--- src/rtl/score_ssd_pkg.sv ---
// Shared definitions for the score seven-segment driver.
//   - engine FSM state encodings
//   - saturation limit for the 4-digit display
//   - active-low 7-seg patterns {a,b,c,d,e,f,g} and the blank pattern
package score_ssd_pkg;

    localparam logic [1:0] ST_IDLE = 2'd0;
    localparam logic [1:0] ST_CONV = 2'd1;
    localparam logic [1:0] ST_DONE = 2'd2;

    localparam int         SAT_MAX   = 9999;
    localparam logic [6:0] SEG_BLANK = 7'h7F;

    // Active-low cathodes; non-decimal nibbles render as blank.
    function automatic logic [6:0] seg_decode(input logic [3:0] d);
        case (d)
            4'd0:    seg_decode = 7'b0000001;
            4'd1:    seg_decode = 7'b1001111;
            4'd2:    seg_decode = 7'b0010010;
            4'd3:    seg_decode = 7'b0000110;
            4'd4:    seg_decode = 7'b1001100;
            4'd5:    seg_decode = 7'b0100100;
            4'd6:    seg_decode = 7'b0100000;
            4'd7:    seg_decode = 7'b0001111;
            4'd8:    seg_decode = 7'b0000000;
            4'd9:    seg_decode = 7'b0000100;
            default: seg_decode = SEG_BLANK;
        endcase
    endfunction

endpackage

--- src/rtl/score_ssd_driver_bin2bcd_seq.sv ---
// Sequential double-dabble converter with a one-deep request queue.
// Ports:
//   clk, rst_n  clock, async active-low reset
//   start       conversion request (pulse or level)
//   din         binary score, saturated to 9999 on capture
//   busy        high while converting or committing
//   bcd         committed BCD result {d3,d2,d1,d0}
//   ovf         last committed score exceeded 9999
module bin2bcd_seq
    import score_ssd_pkg::*;
#(
    parameter int SCORE_W = 16
) (
    input  logic               clk,
    input  logic               rst_n,
    input  logic               start,
    input  logic [SCORE_W-1:0] din,
    output logic               busy,
    output logic [15:0]        bcd,
    output logic               ovf
);

    logic [1:0]         state;
    logic [3:0]         iter;
    logic [15:0]        sh_bcd;
    logic [15:0]        sh_bin;
    logic [15:0]        adj;
    logic               ovf_next;
    logic               pending;
    logic [SCORE_W-1:0] pend_score;

    // Sources for the next capture: a request arriving in DONE beats an
    // older queued one, since it is the most recent write.
    logic [SCORE_W-1:0] load_val;
    logic               load_ovf;
    logic [15:0]        load_bin;

    always_comb begin
        load_val = start ? din : pend_score;
        load_ovf = (32'(load_val) > SAT_MAX);
        load_bin = load_ovf ? 16'(SAT_MAX) : 16'(load_val);
    end

    // Add-3 correction on every nibble that would exceed 9 after the shift.
    always_comb begin
        adj = sh_bcd;
        for (int n = 0; n < 4; n++) begin
            if (sh_bcd[n*4 +: 4] >= 4'd5)
                adj[n*4 +: 4] = sh_bcd[n*4 +: 4] + 4'd3;
        end
    end

    assign busy = (state == ST_CONV) || (state == ST_DONE);

    always_ff @(posedge clk or negedge rst_n) begin
        if (!rst_n) begin
            state      <= ST_IDLE;
            iter       <= '0;
            sh_bcd     <= '0;
            sh_bin     <= '0;
            ovf_next   <= 1'b0;
            pending    <= 1'b0;
            pend_score <= '0;
            bcd        <= '0;
            ovf        <= 1'b0;
        end else begin
            case (state)
                ST_IDLE: begin
                    if (start) begin
                        sh_bcd   <= '0;
                        sh_bin   <= load_bin;
                        ovf_next <= load_ovf;
                        iter     <= '0;
                        state    <= ST_CONV;
                    end
                end
                ST_CONV: begin
                    if (start) begin
                        pending    <= 1'b1;
                        pend_score <= din;
                    end
                    {sh_bcd, sh_bin} <= {adj, sh_bin} << 1;
                    iter <= iter + 4'd1;
                    if (iter == 4'd15)
                        state <= ST_DONE;
                end
                ST_DONE: begin
                    bcd <= sh_bcd;
                    ovf <= ovf_next;
                    if (start || pending) begin
                        pending  <= 1'b0;
                        sh_bcd   <= '0;
                        sh_bin   <= load_bin;
                        ovf_next <= load_ovf;
                        iter     <= '0;
                        state    <= ST_CONV;
                    end else begin
                        state <= ST_IDLE;
                    end
                end
                default: state <= ST_IDLE;
            endcase
        end
    end

endmodule

--- src/rtl/score_ssd_driver.sv ---
// Score display driver: converts a binary score to BCD and scans it onto
// four active-low seven-segment digits.
// Ports:
//   clk, rst_n   clock, async active-low reset
//   score        binary score, sampled when score_valid=1
//   score_valid  conversion request
//   busy         conversion in progress
//   bcd          committed BCD digits {d3,d2,d1,d0}
//   overflow     last committed score was >9999
//   an           one-hot active-low anodes, an[0] = ones digit
//   seg          active-low cathodes {a,b,c,d,e,f,g}
//   dp           decimal point, always off
module score_ssd_driver
    import score_ssd_pkg::*;
#(
    parameter int SCORE_W       = 16,
    parameter int SCAN_BITS     = 20,
    parameter int BLANK_LEADING = 1
) (
    input  logic               clk,
    input  logic               rst_n,
    input  logic [SCORE_W-1:0] score,
    input  logic               score_valid,
    output logic               busy,
    output logic [15:0]        bcd,
    output logic               overflow,
    output logic [3:0]         an,
    output logic [6:0]         seg,
    output logic               dp
);

    bin2bcd_seq #(.SCORE_W(SCORE_W)) u_conv (
        .clk   (clk),
        .rst_n (rst_n),
        .start (score_valid),
        .din   (score),
        .busy  (busy),
        .bcd   (bcd),
        .ovf   (overflow)
    );

    logic [SCAN_BITS-1:0] cnt;
    logic [1:0]           sel;
    logic [15:0]          upper;
    logic                 blank;

    assign sel = cnt[SCAN_BITS-1 -: 2];

    // upper[3:0] is the selected digit; the rest are the digits above it,
    // so the digit is a leading zero when the whole of upper is zero.
    assign upper = bcd >> {sel, 2'b00};
    assign blank = (BLANK_LEADING != 0) && (sel != 2'd0) && (upper == 16'h0);

    assign dp = 1'b1;

    always_ff @(posedge clk or negedge rst_n) begin
        if (!rst_n) begin
            cnt <= '0;
            an  <= 4'b1111;
            seg <= SEG_BLANK;
        end else begin
            cnt <= cnt + SCAN_BITS'(1);
            an  <= ~(4'b0001 << sel);
            seg <= blank ? SEG_BLANK : seg_decode(upper[3:0]);
        end
    end

endmodule

--- config.mk ---
export PLATFORM = sky130hd
export DESIGN_NAME = score_ssd_driver
export DESIGN_NICKNAME = d
export VERILOG_FILES = /design/src/rtl/score_ssd_pkg.sv /design/src/rtl/score_ssd_driver_bin2bcd_seq.sv /design/src/rtl/score_ssd_driver.sv
export SDC_FILE = /design/constraint.sdc
export NUM_CORES = 1
export LEC_CHECK = 0
export BUFFER_PORTS_ARGS = -buffer_cell sky130_fd_sc_hd__buf_2
export CORE_ASPECT_RATIO = 1.1
export CORE_MARGIN = 2
export CORE_UTILIZATION = 53
export CTS_CLUSTER_SIZE = 40
export DETAILED_ROUTE_END_ITERATION = 12
export HOLD_SLACK_MARGIN = 0.06
export PLACE_DENSITY_LB_ADDON = 0.1
export RECOVER_POWER = 100
export SLEW_MARGIN = 30
export SYNTH_ARGS = -nofsm -noshare
export SYNTH_HDL_FRONTEND = slang
export SYNTH_SLANG_ARGS = --single-unit
--- constraint.sdc ---
create_clock -name clk -period 1.85 [get_ports clk]
set_input_delay 0.37 -clock clk [delete_from_list [all_inputs] [get_ports clk]]
set_output_delay 0.37 -clock clk [all_outputs]
set_load 0.01 [all_outputs]
# --- Word-level counts from Yosys, hierarchy flattened ---
# Memories as Yosys holds them, arrays and structs flattened.
# Index checks and enable logic that the tools add are counted.
word_totals:
  n_memories: 1
  inputBits: 19
  mem_bits_rw: 0
  register_bits: 104
  word_cells: 73
  latchBits: 0
  out_inout_bits: 30
  rom_bits: 112
op_classes:
  multipliers: 0
  n_reduce_logical: 13
  bitwise: 1
  shifts: 2
  muxes: 26
  div_mod_pow: 0
  order_cmp: 5
  n_eq_ne: 7
  addsub: 6
memory_table:
  columns: ["memory", "depth", "word_bits", "read_ports", "rd_clocked_by_memory_dff", "write_ports", "line", "text"]
  rows:
  - ["(no name shown)", 16, 7, 1, 0, 0, "score_ssd_pkg.sv:16", "case (d)"]
ops:
  columns: ["cell", "count"]
  rows:
  - ["two-way mux 16 bit", 6]
  - ["case mux 16 bit (3 select lines)", 2]
  - ["adder 20 x 1 -> 20 bit, second input constant", 1]
  - ["two-way mux 4 bit", 5]
  - [">= comparator 4 x 3 -> 1 bit, second input constant", 4]
  - ["greater-than comparator 16 x 14 -> 1 bit, second input constant", 1]
  - ["zero test 16 bit", 1]
  - [">> shifter 16 x 4 -> 16 bit", 1]
  - ["adder 4 x 2 -> 4 bit, second input constant", 3]
  - ["case mux 4 bit (3 select lines)", 1]
  - ["AND reduction 3 bit", 3]
  - ["!= test 2 bit, second input constant", 4]
  - ["two-way mux 7 bit", 1]
  - ["case mux 2 bit (3 select lines)", 1]
  - ["nonzero test 2 bit", 3]
  - ["two-way mux 1 bit", 5]
  - ["adder 4 x 1 -> 4 bit, second input constant", 1]
  - ["== test 4 bit, second input constant", 1]
  - ["two-way mux 2 bit", 2]
  - ["inverter 4 bit", 1]
  - ["case mux 1 bit (2 select lines)", 2]
  - ["<< shifter 1 x 2 -> 4 bit, first input constant", 1]
  - ["adder 3 x 2 -> 3 bit, second input constant", 1]
  - ["two-way mux 3 bit", 1]
  - ["other kinds (7)", 8]

# --- Logic depth before layout (Yosys ltp) ---
# Gate-level depths: netlist of the first run.
depth:
  depth_word: 5
  ltp_mapped: 9

# --- Hierarchy ---
# From an unflattened synthesis of the first run, not the netlist that was laid out.
hier_totals:
  cells_unflattened: 482
  hier_area_um2: 5335.1
modules_own_cells:
  columns: ["mod", "instances", "area_per_inst_um2", "cells_each"]
  rows:
  - ["bin2bcd_seq", 1, 3761.1, 344]
  - ["score_ssd_driver", 1, 1574.0, 138]

# --- Least setup slack after synthesis of the first run ---
# No wires, ideal clock.
synth_path:
  kind: "flip-flop to flip-flop"
  startpoint: "reg cnt[18]"
  endpoint: "reg seg[2]"
  stages_incl_launch_ff: 9
  setup_slack_ns: -0.156
  path_buffers: 2
  arrival_time_ns: 1.927
  cell_sequence: "dfrtp_1 -> buf_6 -> buf_12 -> mux4_2 -> inv_1 -> ha_1 -> nand2b_1 -> or4_4 -> o21ai_0"
synth_between:
  elab_chain_cells: 4
synth_rtl:
  columns: ["element", "line", "text"]
  rows:
  - ["from (decl)", "score_ssd_driver.sv:42", "logic [SCAN_BITS-1:0] cnt;"]
  - ["from (signal assigned)", "score_ssd_driver.sv:62", "cnt <= cnt + SCAN_BITS'(1);"]
  - ["parallel branches: the longest is 3 deep, another holds memory read (16 x 7 bit)", null, null]
  - ["two-way mux 7 bit *", "score_ssd_driver.sv:64", "seg <= blank ? SEG_BLANK : seg_decode(upper[3:0]);"]
  - ["to (signal assigned)", "score_ssd_driver.sv:64", null]
  - ["to (decl)", "score_ssd_driver.sv:28", "output logic [6:0] seg,"]
# Mark *: on every way between the ends.
# A chain may end at the register's enable or synchronous reset.

# --- Worst setup path in the final report of the first run ---
layout_path:
  startpoint: "reg cnt[18]"
  endpoint: "reg seg[0]"
# The elaborated chain is that of the path after synthesis.

==> flow_metrics.env, run 1 <==
export IMPL_async_flop_share_pct=100
export IMPL_synth_distinct_cells=53
export IMPL_finalSetupViolations=8
export IMPL_die_width_um=97.6
export IMPL_core_mm2=0.00935
export IMPL_final_max_slew_violation_count=0
export IMPL_start_util_pct=54.6
export IMPL_hpwl_um=7320
export IMPL_worst_setup_path_type="reg -> reg"
export IMPL_die_h_um=107
export IMPL_synth_cells=465
export IMPL_synth_seq_area_share_pct=51.2
export IMPL_whs_ps=245
export IMPL_drtIter0Drc=136
export IMPL_syn_avg_cell_area_um2=11.0
export IMPL_fin_nets=580
export IMPL_tritoncts="done"
export IMPL_fin_ws_ps=-75.0
export IMPL_layout_commonest_cell="dfrtp_1"
export IMPL_ff_latch_area_mm2=0.00262
export IMPL_cts_root_buffer="clkbuf_8"
export IMPL_drc=0
export IMPL_cts_num_sinks=104
export IMPL_h_tree_depth=3
export IMPL_die_area_mm2=0.0104
export IMPL_worstMarginPinSlew_ps=765
export IMPL_antenna_found_initial=0
export IMPL_routed_via_density=5.49
export IMPL_cp_max_fo=4
export IMPL_grt_pass1_wl_um=17200
export IMPL_rsz0062_at_grt="yes"
export IMPL_critical_path_arrival_ps=2220
export IMPL_grt_overflow_total=0
export IMPL_synth_top_cell_area_share_pct=45.6
export IMPL_pre_cts_slack_ps=-93.6
export IMPL_synth_nets=504
export IMPL_row_count=37
export IMPL_fin_crit_ps=1920
export IMPL_num_vias=3639
export IMPL_maxCapViolCount=0
export IMPL_diodes=0
export IMPL_max_stage_delay_ps=550
export IMPL_multiInputGateArea_mm2=0.00232
export IMPL_final_cell_mix="dfrtp_1, nand2_1, clkbuf_1"
export IMPL_synthToLayoutAreaGrowth_pct=14.2
export IMPL_tns_ps=-408
export IMPL_num_fill_cells=813
export IMPL_powerDensity_mw_per_mm2=1010
export IMPL_clk_path_buf_depth=2
export IMPL_dr_pass1_iters=4
export IMPL_postSynthRegisterBits=104
export IMPL_leakage_uw=0.00263
export IMPL_syn_area_mm2=0.00511
export IMPL_crit_chain="mux4_2 -> buf_4 -> ha_1 -> or2_2 -> a21oi_1 -> o21ai_1"
export IMPL_fmax_mhz=519
export IMPL_required_ps=2150
export IMPL_ir_worst_vdd_mv=0.634
export IMPL_io_pins=49
export IMPL_synthFlopType="dfrtp_1"
export IMPL_slowest_stage="mux4_2"
export IMPL_violations="setup timing"
export IMPL_critPathLaunchType="flop"
export IMPL_post_route_util_pct=62.4
export IMPL_worstSetupEndpointType="flop"
export IMPL_place_gp_congestion=0.827
export IMPL_hold_path_class="in -> reg"
export IMPL_hold_viol_final=0
export IMPL_grt_pass1_vias=3696
export IMPL_port_buffers=47
export IMPL_yosysTopAreaCell="dfrtp_1"
export IMPL_slew_limit_headroom_pct=49.0
export IMPL_cts_made_buffers=9
export IMPL_cts_reportedPaths_clkPinSlew_ps=100
export IMPL_yosysWarnings=0
export IMPL_wl_um=9970
export IMPL_synth_edff_count=0
export IMPL_antenna_left=0
export IMPL_detail_route_wl_per_cell_um=15.0
export IMPL_status="complete, but fails checks"
export IMPL_skew_ps=7.55
export IMPL_grt_max_degree=40
export IMPL_period_share_pct=104
export IMPL_grt_use_total_pct=20.5
export IMPL_synthTopCellsByArea="dfrtp_1, mux2_2, dfstp_2, ha_1, mux2i_1"
export IMPL_drive_above_1_share_pct=24.4
export IMPL_insertion_delay_ps=360
[final timing paths]
check                                   from                           endpoint  slack [ps]  cells after the start
min                                score[15]  u_conv.pend_score[15]$_DFFE_PN0P_         240                      2
max in group asynchronous              rst_n                   seg[2]$_DFF_PN1_         180                      3
max                        cnt[18]$_DFF_PN0_                   seg[0]$_DFF_PN1_         -70                      6
max reg2reg                cnt[18]$_DFF_PN0_                   seg[0]$_DFF_PN1_         -70                      6
min in group asynchronous              rst_n         u_conv.pending$_DFFE_PN0P_         610                      2
min reg2reg                cnt[14]$_DFF_PN0_                  cnt[14]$_DFF_PN0_         480                      1
[repair_timing]
action	CTS	global route
endpoints found under the hold margin	29	0
setup buffers	3	1
resized for setup	8	7
hold buffers	1	0
pin swaps	1	0
endpoints found under the setup margin	9	21
[through the flow]
step	total power [uW]	instances	area (um^2)
4_1_cts	6050	662	5930
6_report	5880	663	5830
3_5_place_dp	4630	642	5680
5_1_grt	6280	663	5830
3_3_place_gp	4560	642	5680
2_1_floorplan	4000	465	5110
[sequential cells by signal (all words and copies together), names as in the netlist]
register	flops
an	4
cnt	20
seg	7
u_conv.bcd	16
u_conv.iter	4
u_conv.ovf	1
u_conv.ovf_next	1
u_conv.pend_score	16
u_conv.pending	1
u_conv.sh_bcd	16
u_conv.sh_bin	16
u_conv.state	2
[power by group]
group / leakage [uW] / total, uW / internal (uW) / switching [uW]
logic: 0.00123 / 1510 / 666 / 849
registers: 0.00131 / 2960 / 2700 / 264
clock network: 0.000101 / 1400 / 650 / 751
[layer usage]
| metal | global-route usage, % | part of all wire, % |
|---|---|---|
| met5 | 0 | 0 |
| met4 | 7.84 | 1.6 |
| met3 | 2.93 | 3.2 |
| met2 | 36.2 | 51 |
| met1 | 25.6 | 45 |
[cell usage after synthesis (2+ instances only)]
| master | number |
|---|---|
| o21a_1 | 2 |
| nor4_1 | 2 |
| nor3b_1 | 6 |
| and4_1 | 2 |
| mux4_2 | 3 |
| buf_2 | 9 |
| nand2_1 | 41 |
| mux2_2 | 30 |
| nor3_1 | 10 |
| xnor2_1 | 18 |
| a211oi_1 | 6 |
| and2_1 | 2 |
| a21oi_1 | 26 |
| and3_1 | 4 |
| nor2_1 | 27 |
| a22o_1 | 12 |
| o22ai_1 | 7 |
| xor2_1 | 4 |
| mux2i_1 | 16 |
| buf_4 | 2 |
| nand4_1 | 3 |
| clkbuf_1 | 8 |
| inv_1 | 16 |
| ha_1 | 20 |
| a21o_1 | 2 |
| o21ai_0 | 31 |
| dfstp_2 | 11 |
| or2_2 | 4 |
| o31ai_1 | 4 |
| nand2b_1 | 7 |
| nand3_1 | 16 |
| dfrtp_1 | 93 |
[cell families after synthesis]
group	count (synthesis)	share of synthesized area, %
simple gates	133	13.4
xor+xnor	22	3.77
compound gates	97	11.8
flops	104	51.2
mux	49	11.1
fa+ha+maj	20	4.90
buf+inv	39	3.77
other cells	1	0.0734
[worst max-delay path, delay by kind of cell, from the launching register on]
| kind | cells | cell delay, ps |
|---|---|---|
| buffers and inverters | 1 | 170 |
| multiplexers | 1 | 550 |
| flip-flops | 1 | 420 |
| AO/OA/AOI/OAI | 2 | 260 |
| AND/OR/NAND/NOR | 1 | 310 |
| adder cells (fa/ha/maj) | 1 | 170 |
[area by class of cell]
type	instances	share of cell area, %
Clock buffer	13	3.09
Clock inverter	3	0.386
Inverter	17	1.09
Multi-Input combinational cell	322	39.8
Sequential cell	104	44.9
Tap cell	117	2.51
Timing Repair Buffer	87	8.22
No activity file was read; power rests on OpenSTA's default activity.
==> inputs of run 2 (changes only) <==
--- a/config.mk
+++ b/config.mk
@@ -6,9 +6,11 @@
 export NUM_CORES = 1
 export LEC_CHECK = 0
 export BUFFER_PORTS_ARGS = -buffer_cell sky130_fd_sc_hd__buf_2
-export CORE_ASPECT_RATIO = 1.1
+export CELL_PAD_IN_SITES_DETAIL_PLACEMENT = 1
+export CELL_PAD_IN_SITES_GLOBAL_PLACEMENT = 2
+export CORE_ASPECT_RATIO = 1.25
 export CORE_MARGIN = 2
-export CORE_UTILIZATION = 53
+export CORE_UTILIZATION = 35
 export CTS_CLUSTER_SIZE = 40
 export DETAILED_ROUTE_END_ITERATION = 12
 export HOLD_SLACK_MARGIN = 0.06
==> run 2 against run 1 <==
  * The run still ends with setup timing left
  * Die area is 49% higher
  * Register-to-register slack better by 20 ps
  * First-iteration DRC count is 15% lower
  * Clock-buffer cell count is 3 lower
  * Via count is 2.2% higher
  * Setup slack better by 20 ps
  * Combinational power is 13% higher
  * Critical path type unchanged
  * Largest cell class unchanged
==> flow_metrics.env, run 2 (synthesis results as in run 1) <==
export IMPL_clk_path_buf_depth=2
export IMPL_largest_register="cnt"
export IMPL_hpwl_um=8420
export IMPL_routed_via_density=5.09
export IMPL_cts_reportedPaths_clkPinSlew_ps=80
export IMPL_final_cell_mix="dfrtp_1, nand2_1, clkbuf_1"
export IMPL_finalSetupViolations=7
export IMPL_fin_nets=587
export IMPL_port_buffers=47
export IMPL_diodes=0
export IMPL_grt_use_total_pct=15.7
export IMPL_period_share_pct=103
export IMPL_place_gp_congestion=0.814
export IMPL_layout_commonest_cell="dfrtp_1"
export IMPL_met3_wirelength_um=334
export IMPL_die_h_um=139
export IMPL_grt_max_degree=61
export IMPL_drive_above_1_share_pct=26.2
export IMPL_detail_route_wl_per_cell_um=15.9
export IMPL_leakage_uw=0.00272
export IMPL_grt_overflow_total=0
export IMPL_met1Wirelength_um=5220
export IMPL_post_route_util_pct=42.7
export IMPL_wl_um=11600
export IMPL_ir_worst_vdd_mv=0.784
export IMPL_final_max_slew_violation_count=0
export IMPL_drc=0
export IMPL_die_area_mm2=0.0156
export IMPL_hold_path_class="in -> reg"
export IMPL_synthToLayoutAreaGrowth_pct=20.0
export IMPL_worstMarginPinSlew_ps=686
export IMPL_skew_ps=12.9
export IMPL_insertion_delay_ps=350
export IMPL_cts_made_buffers=9
export IMPL_row_count=49
export IMPL_worstSetupEndpointType="flop"
export IMPL_largest_register_ffs=20
export IMPL_fin_ws_ps=-55.0
export IMPL_placed_area_mm2=0.00576
export IMPL_status="complete, but fails checks"
export IMPL_cp_max_fo=7
export IMPL_cts_root_buffer="clkbuf_16"
export IMPL_rr_startpoint="cnt[18]$_DFF_PN0_"
export IMPL_io_pins=49
export IMPL_start_util_pct=35.6
export IMPL_dr_pass1_iters=4
export IMPL_dr_max_layer_used="met4"
export IMPL_powerDensity_mw_per_mm2=1090
export IMPL_critPathLaunchType="flop"
export IMPL_h_tree_depth=3
export IMPL_design_area_mm2=0.00613
export IMPL_violations="setup timing"
export IMPL_fin_cells=731
export IMPL_fin_crit_ps=1900
export IMPL_fmax_mhz=525
export IMPL_required_ps=2130
export IMPL_rsz0062_at_grt="yes"
export IMPL_antenna_left=0
export IMPL_hold_viol_final=0
export IMPL_die_width_um=112
export IMPL_worst_setup_path_type="reg -> reg"
export IMPL_grt_pass1_vias=4017
export IMPL_tritoncts="done"
export IMPL_worstSetupStartpoint="cnt[18]$_DFF_PN0_"
export IMPL_grt_pass1_wl_um=19900
export IMPL_dr_wl_met2_um=5850
export IMPL_slew_limit_headroom_pct=54.3
export IMPL_antenna_found_initial=0
export IMPL_num_vias=3719
export IMPL_maxCapViolCount=0
export IMPL_drtIter0Drc=116
export IMPL_cts_num_sinks=104
export IMPL_core_mm2=0.0143
export IMPL_numPlacedInstances=705
export IMPL_critical_path_arrival_ps=2180
export IMPL_worstHoldStart="score[14]"
## run 2: cell types whose count changed in the layout (fill, tap and decap cells not counted), sizes merged
cell,change
buf,+6
inv,+1
clkinvlp,+2
bufinv,+1
clkbuf,-2
clkinv,-1
## run 2: through the flow
step | setup TNS, ps | hold WS (ps) | worst slack, ps | power (uW)
detailed placement | -601 | 319 | -97.8 | 4710
global route | -2160 | 261 | -126 | 7130
global placement | -386 | 319 | -60.6 | 4660
floorplan | -919 | 74.4 | -136 | 4000
CTS | -368 | 255 | -68.2 | 6770
finish | -270 | 266 | -55.0 | 6680
## run 2: cell type report
cell class	count	area, um^2
sequential	104	2620
inverter	17	67.6
clock buffer	10	239
tap	178	223
clock inverter	6	73.8
multi-input combinational	322	2350
timing repair buffer	94	559
fill	1623	8220
## run 2: report_power, final
| group | internal, uW | switching (uW) |
|---|---|---|
| logic | 781 | 929 |
| registers | 2700 | 257 |
| clock network | 1100 | 906 |
## run 2: worst paths after layout
path | depth (start not counted) | end | slack, ps
min reg2reg | 2 | u_conv.sh_bin[14]$_DFFE_PN0P_ | 470
min | 2 | u_conv.pend_score[14]$_DFFE_PN0P_ | 270
max | 6 | seg[2]$_DFF_PN1_ | -50
min in group asynchronous | 2 | cnt[9]$_DFF_PN0_ | 610
max in group asynchronous | 3 | u_conv.iter[2]$_DFFE_PN0P_ | 250
max reg2reg | 6 | seg[2]$_DFF_PN1_ | -50
## run 2: layer usage
metal	global-route usage, %	vias to the layer above
met5	0	-
met4	5.20	0
met3	2.53	14
met2	27.8	50
met1	19.6	1848
li1	-	1807
## run 2: worst max-delay path, stage by stage (launching register included)
cell and delay [ps]:
dfrtp_2 400, mux4_2 560, inv_2 110, ha_4 130, nand2b_1 50, or4_4 470
o21ai_1 110
## run 2: timing repair
item	4_1_cts	5_1_grt
hold buffers	1	0
setup endpoints to repair	9	35
pin swaps	2	1
gates cloned	0	1
gates resized for setup	12	13
buffers inserted	4	4
hold endpoints to repair	15	0
